`src/rtl/mau_rx_queue.sv`:
```
// rtl/mau_rx_queue.sv - SPI byte assembler feeding a show-ahead instruction frame FIFO
// Bytes arrive on an asynchronous SPI strobe, are synchronised into clk and packed MSB-first.
module mau_rx_queue #(
   parameter int DATA_W      = 8,
   parameter int FRAME_BYTES = 5,
   parameter int DEPTH       = 4,
   parameter int SYNC_STAGES = 2
) (
   input  logic                              clk,
   input  logic                              rst_n,
   input  logic                              spi_clk,
   input  logic                              spi_w,
   input  logic [DATA_W-1:0]                 mosi,
   output logic [DATA_W*FRAME_BYTES-1:0]     frame_q,
   output logic                              frame_valid,
   input  logic                              frame_ready,
   output logic [$clog2(DEPTH+1)-1:0]        level,
   output logic                              overflow,
   input  logic                              clr_overflow,
   output logic                              frame_abort
);

   localparam int FW = DATA_W * FRAME_BYTES;
   localparam int PW = $clog2(DEPTH);
   localparam int LW = $clog2(DEPTH + 1);
   localparam int CW = (FRAME_BYTES > 1) ? $clog2(FRAME_BYTES) : 1;
   localparam logic [LW-1:0] FULL_LVL = LW'(DEPTH);
   localparam logic [CW-1:0] LAST_CNT = CW'(FRAME_BYTES - 1);

   logic [SYNC_STAGES-1:0] clk_sync;
   logic [SYNC_STAGES-1:0] w_sync;
   logic [DATA_W-1:0]      mosi_sync [SYNC_STAGES];
   logic                   clk_d;
   logic                   w_d;

   // mosi travels through the same depth as spi_clk so the byte is stable at the detected edge
   always_ff @(posedge clk or negedge rst_n) begin
      if (!rst_n) begin
         clk_sync <= '0;
         w_sync   <= '0;
         clk_d    <= 1'b0;
         w_d      <= 1'b0;
         for (int i = 0; i < SYNC_STAGES; i++) mosi_sync[i] <= '0;
      end else begin
         clk_sync     <= {clk_sync[SYNC_STAGES-2:0], spi_clk};
         w_sync       <= {w_sync[SYNC_STAGES-2:0], spi_w};
         mosi_sync[0] <= mosi;
         for (int i = 1; i < SYNC_STAGES; i++) mosi_sync[i] <= mosi_sync[i-1];
         clk_d        <= clk_sync[SYNC_STAGES-1];
         w_d          <= w_sync[SYNC_STAGES-1];
      end
   end

   logic              clk_s;
   logic              w_s;
   logic [DATA_W-1:0] mosi_s;
   logic [CW-1:0]     byte_cnt;
   logic [FW-1:0]     asm_q;
   logic [FW-1:0]     asm_next;
   logic              capture;
   logic              abort_det;
   logic              last_byte;

   assign clk_s     = clk_sync[SYNC_STAGES-1];
   assign w_s       = w_sync[SYNC_STAGES-1];
   assign mosi_s    = mosi_sync[SYNC_STAGES-1];
   assign capture   = clk_s & ~clk_d & w_s;
   assign abort_det = w_d & ~w_s & (byte_cnt != '0);
   assign last_byte = capture & (byte_cnt == LAST_CNT);
   assign asm_next  = (asm_q << DATA_W) | FW'(mosi_s);

   always_ff @(posedge clk or negedge rst_n) begin
      if (!rst_n) begin
         byte_cnt    <= '0;
         asm_q       <= '0;
         frame_abort <= 1'b0;
      end else begin
         frame_abort <= abort_det;
         if (abort_det) begin
            byte_cnt <= '0;
            asm_q    <= '0;
         end else if (capture) begin
            asm_q    <= asm_next;
            byte_cnt <= last_byte ? '0 : byte_cnt + CW'(1);
         end
      end
   end

   logic [FW-1:0] mem [DEPTH];
   logic [PW-1:0] wr_ptr;
   logic [PW-1:0] rd_ptr;
   logic          full;
   logic          pop;
   logic          push;
   logic          drop;

   assign frame_valid = (level != '0);
   assign full        = (level == FULL_LVL);
   assign pop         = frame_valid & frame_ready;
   // a pop in the same cycle frees the slot the full-FIFO push needs
   assign push        = last_byte & (~full | pop);
   assign drop        = last_byte & full & ~pop;
   assign frame_q     = frame_valid ? mem[rd_ptr] : '0;

   always_ff @(posedge clk) begin
      if (push) mem[wr_ptr] <= asm_next;
   end

   always_ff @(posedge clk or negedge rst_n) begin
      if (!rst_n) begin
         wr_ptr   <= '0;
         rd_ptr   <= '0;
         level    <= '0;
         overflow <= 1'b0;
      end else begin
         if (push) wr_ptr <= wr_ptr + PW'(1);
         if (pop)  rd_ptr <= rd_ptr + PW'(1);
         case ({push, pop})
            2'b10:   level <= level + LW'(1);
            2'b01:   level <= level - LW'(1);
            default: level <= level;
         endcase
         if (drop)              overflow <= 1'b1;
         else if (clr_overflow) overflow <= 1'b0;
      end
   end

endmodule

```
`config.mk`:
```
export PLATFORM = sky130hd
export DESIGN_NAME = mau_rx_queue
export DESIGN_NICKNAME = d
export VERILOG_FILES = /design/src/rtl/mau_rx_queue.sv
export SDC_FILE = /design/constraint.sdc
export NUM_CORES = 1
export LEC_CHECK = 0
export CORE_ASPECT_RATIO = 1.5
export CORE_MARGIN = 2
export CORE_UTILIZATION = 63
export CTS_CLUSTER_DIAMETER = 200
export DETAILED_ROUTE_END_ITERATION = 6
export PLACE_DENSITY = 0.85
export SYNTH_ARGS = -nofsm -noshare
export SYNTH_HDL_FRONTEND = slang
export SYNTH_SLANG_ARGS = --single-unit
```
`constraint.sdc`:
```
create_clock -name clk -period 5.52 [get_ports clk]
set_input_delay 0.828 -clock clk [delete_from_list [all_inputs] [get_ports clk]]
set_output_delay 0.828 -clock clk [all_outputs]
set_load 0.02 [all_outputs]
```
# Yosys cells after proc, flatten, opt, wreduce, memory -nomap -nowiden
# Memories as Yosys holds them, arrays and structs flattened.
# Index checks and enable logic that the tools add are counted.
# Widths: inputs -> output; s select.
[classes]
add_sub_neg = 5
n_eq_ne = 4
n_mux = 11
n_bitwise = 15
reduce_logical = 5
[ops]
columns = ["operator", "n"]
rows = [
  ["$mux 32", 2],
  ["$mux 40", 1],
  ["$or 40x8->40", 1],
  ["$and 1x1->1", 9],
  ["$mux 3", 3],
  ["$add 3x1->3 const B", 2],
  ["$eq 3x3->1 const B", 2],
  ["$pmux 3 s2", 1],
  ["$reduce_bool 2->1", 3],
  ["$reduce_bool 3->1", 2],
  ["$add 2x1->2 const B", 2],
  ["$mux 1", 4],
  ["$not 1->1", 4],
  ["$sub 3x1->3 const B", 1],
  ["$eq 2x1->1 const B", 1],
  ["$eq 2x2->1 const B", 1],
  ["$or 1x1->1", 1],
]
[totals]
ff_bits = 66
ram_bits = 160
inputBits = 14
out_inout_bits = 46
wordCells = 54
memories = 1
[memory_table]
columns = ["memory", "words", "word_bits", "rd", "rd_clocked_by_memory_dff", "wr", "line", "rtl"]
rows = [
  ["mem", 4, 40, 1, 0, 1, "89", "logic [FW-1:0] mem [DEPTH];"],
]

# Depth between registers and ports, before layout
[logic_depth]
ltp_word = 7
depth_mapped = 11
depth_no_buf = 10

# Least setup slack after synthesis
# OpenSTA, ideal clock, no wires.
[synth_path]
path_kind = "in2reg"
startpoint = "in frame_ready"
endpoint = "mem mem[0][0] (netlist bit), enable pin"
setup_time_ps = 401
arrival_ps = 2562
required_ps = 5119
slack_ps = 2557
path_stages = 4
n_path_buf = 1
path_cell_list = "clkbuf_1 -> inv_1 -> a31oi_1 -> and2_1"
[synth_via]
elab_chain_cells = 5
[synth_rtl]
columns = ["element", "line", "rtl"]
rows = [
  ["start: declaration", "16", "input logic frame_ready,"],
  ["$and 1x1->1", "99", "assign pop = frame_valid & frame_ready;"],
  ["$or 1x1->1", "101", "assign push = last_byte & (~full | pop);"],
  ["$and 1x1->1", "101", ""],
  ["$mux 1", "106", "if (push) mem[wr_ptr] <= asm_next;"],
  ["$mux 1 (not written as such)", "106", ""],
  ["end: declaration", "89", ""],
]
# Every way passes these cells.

# Worst setup path in the final report
[layout_path]
startpoint = "reg rd_ptr[0]"
endpoint = "out frame_q[37]"
[layout_via]
elab_chain_cells = 2
[layout_rtl]
columns = ["element", "line", "rtl"]
rows = [
  ["start: declaration", "91", "logic [PW-1:0] rd_ptr;"],
  ["start signal: assignment", "117", "if (pop) rd_ptr <= rd_ptr + PW'(1);"],
  ["$mem_v2 4x40", "--", ""],
  ["$mux 40", "103", "assign frame_q = frame_valid ? mem[rd_ptr] : '0;"],
  ["end: declaration", "14", "output logic [DATA_W*FRAME_BYTES-1:0] frame_q,"],
]
# Every way passes these cells.

==> results.txt <==
outcome - complete, no violations
nets - 576
Tmin final - 3.93 ns
Worst Skew - 0.0132 ns
Logic pwr share - 24.5%
pin count of the biggest net entering global routing - 44
ratio of cells with drive above 1 in the final layout - 15.2%
vias in the first global route - 4,694
Wirelength per Cell - 21.3 um
Starting Density - 64.2%
hold path endpoint - mosi_s[7]$_DFF_PN0_
# port buffers - 59
crit path max fanout - 23
clock root buffer - clkbuf_16
ys async rst share - 29.2%
drt pass-1 iters - 5
sequential share of power - 46.8%
Pleak - 3.55 nW
Yosys cell types - 34
reg2reg end - mem[0][1]$_DFFE_PP_
top achievable clock speed - 255 MHz
Hold Crit Class - flip-flop to flip-flop
sequential share of the synthesized area - 75.0%
initial drt markers - 326
H-tree Lvls - 1
Seq. cell area - 6460 um^2
min-delay src - mosi_sync[15]$_DFF_PN0_
Crit path arrival time - 3.10 ns
die area - 14,600 um^2
DP Cell Count - 696
Worst R2R Path Depth - 5
total number of vias - 4,446
# DRC - 0
num rows - 52
buffer and inverter count on the worst path - 2
PwrDens - 452 nW/um^2
GRT Residual Overflow - 0
RSZ-0062 raised after global routing - false
top-area cell type share of the netlist area - 55.8%
GP Congestion - 0.770
maximum root-to-sink buffer count - 3
most frequent cell after synthesis - edfxtp_1
maximum vdd drop - 0.327 mV
Placement Cell Area - 9320 um^2
CTS clock-pin slew for the worst setup and hold paths - 0.07 ns
CP Cell Sequence - buf_4, mux4_2, and2_1, clkdlybuf4s50_1
Resized Gates After CTS - 0
Detailed Route WL - 15,600 um
io pins - 60
Max Slew Vio Count - 0
syn_nets - 517
Clk pwr share - 28.6%
endpoints failing setup - 0
hold_buf cts - 0
antenna violations before repair - 0
via/cell ratio - 6.10
EDFF count, synth - 160
gr usage total - 22.5%
die width - 99.4 um
Max-slew headroom - 23.8%
Data required, critical path - 4.69 ns
largest area contributor in the netlist - edfxtp_1
Routed Antenna Nets - 0
element type at the critical path end - output port
Critical Path Max Stage Delay - 0.78 ns
Reg2Reg Setup Slack - 2.47 ns
Hold Path Stages - 0
Sw Share - 28.0%
Pint - 3.23 mW
worst setup slack after placement - 2.02 ns
Post-Layout Inst Area - 9920 um^2
core region area - 13,400 um^2
post-synthesis area per instance - 17.3 um^2
NetSw - 1.26 mW
worst setup margin - 1.59 ns
reg-to-reg startpoint - w_sync[1]$_DFF_PN0_
ant diodes - 0
Worst-Margin Slew - 1.14 ns
Final HPWL DP - 9120 um
Sum Neg Setup Slack - 0 ns
fin crit share - 71.2%
Core Util, Final - 74.0%
Worst-Skew Late Latency - 0.48 ns
Crit path max-delay family - buffers and inverters
Synth Register Bits - 226
post-route non-filler standard cell count - 729
CP max stage cell - dfrtp_2
CTS tree - built
Synth Instances - 496
post-synthesis cell area - 8600 um^2
CTS Sinks - 226
multi-input logic area - 2000 um^2
Fillers - 768
Synth-to-Final Area Change - 15.3%
synth cell count leaders - 160 x edfxtp_1, 70 x nand2_1, 66 x dfrtp_1
Hold Fails Final Rpt - 0
first-pass GRT wire length - 25,100 um
Die H - 147 um
top cells by area, synth - edfxtp_1 56%, dfrtp_1 19%, mux4_2 10%, and2_1 3.3%, nand2_1 3.1%
startpoint types - flip-flop
CTS Buf Count - 19
Ys Warns - 0
type of the worst setup path - flip-flop to output port
prevailing post-synth register cell - edfxtp_1
total setup buffers inserted after CTS - 0
max_cap viols - 0
[per-stage QoR]
step | hold WS (ns) | power (mW)
2_1_floorplan | 0.331 | 2.82
3_3_place_gp | 0.333 | 3.21
3_5_place_dp | 0.335 | 3.25
4_1_cts | 0.350 | 4.52
5_1_grt | 0.356 | 4.67
6_report | 0.349 | 4.48
[final cells by class]
| class | count | area share (%) |
|---|---|---|
| multi-input combinational | 234 | 20.1 |
| inverter | 8 | 0.303 |
| clock buffer | 23 | 5.16 |
| clock inverter | 10 | 0.858 |
| timing repair buffer | 66 | 6.43 |
| sequential | 226 | 65.1 |
| tap | 162 | 2.04 |
[power groups by stage]
stage	combinational (mW)	sequential [mW]	clock [mW]
floorplan	0.785	2.04	0
global placement	1.08	2.13	0
detailed placement	1.11	2.14	0
CTS	1.12	2.10	1.30
global route	1.18	2.12	1.37
finish	1.10	2.10	1.28
[worst max path at each step]
stage                                startpoint              endpoint  slack (ns)  cells past startpoint
final                     rd_ptr[0]$_DFFE_PN0P_           frame_q[37]        1.59                      4
after global placement              frame_ready  mem[0][27]$_DFFE_PP_        2.03                      4
after CTS                 rd_ptr[0]$_DFFE_PN0P_           frame_q[37]        1.52                      4
after global routing      rd_ptr[0]$_DFFE_PN0P_           frame_q[28]        1.39                      4
after floorplan                     frame_ready   mem[0][0]$_DFFE_PP_        2.56                      4
after detailed placement            frame_ready   mem[1][4]$_DFFE_PP_        2.02                      4
[layer usage]
layer	track usage, %	part of all wire, %	vias up
met5	0	0	-
met4	9.45	3.1	0
met3	3.52	5.6	45
met2	38.1	54	196
met1	29.3	37	2250
li1	-	-	1955
[logic make-up (layout without fill, tap and decap cells)]
kind of cell             Yosys count  after routing  synth area share, %
XOR/XNOR                           5              5                0.509
flip-flops                       226            226                 75.0
multiplexers                      41             41                 10.6
adder cells (fa/ha/maj)            7              7                 1.11
buffers and inverters             36            107                 1.90
AND/OR/NAND/NOR                  135            135                 7.78
AO/OA/AOI/OAI                     46             46                 3.07
[layout by cell type (no fill, tap or decap), types with 2 or more instances in the layout]
| cell type | instances |
|---|---|
| clkinv_2 | 4 |
| and2_2 | 4 |
| ha_1 | 6 |
| nor3_1 | 2 |
| nand3b_1 | 3 |
| nor2b_1 | 2 |
| nor2_1 | 3 |
| and2_1 | 41 |
| clkinv_4 | 2 |
| clkbuf_16 | 20 |
| clkdlybuf4s50_1 | 58 |
| buf_4 | 7 |
| dfrtp_1 | 65 |
| nand2_1 | 70 |
| inv_1 | 8 |
| edfxtp_1 | 160 |
| mux4_2 | 40 |
| o21ai_0 | 2 |
| a21oi_1 | 36 |
| xnor2_1 | 5 |
| clkbuf_1 | 3 |
| nand3_1 | 5 |
[state kept, by name, summed over array words and instances (netlist names), 2 cells and up]
register / flops
mosi_s: 8
byte_cnt: 3
mosi_sync: 8
level: 3
asm_q: 32
mem: 160
clk_sync: 2
rd_ptr: 2
w_sync: 2
wr_ptr: 2
(Power assumes the default switching activity.)
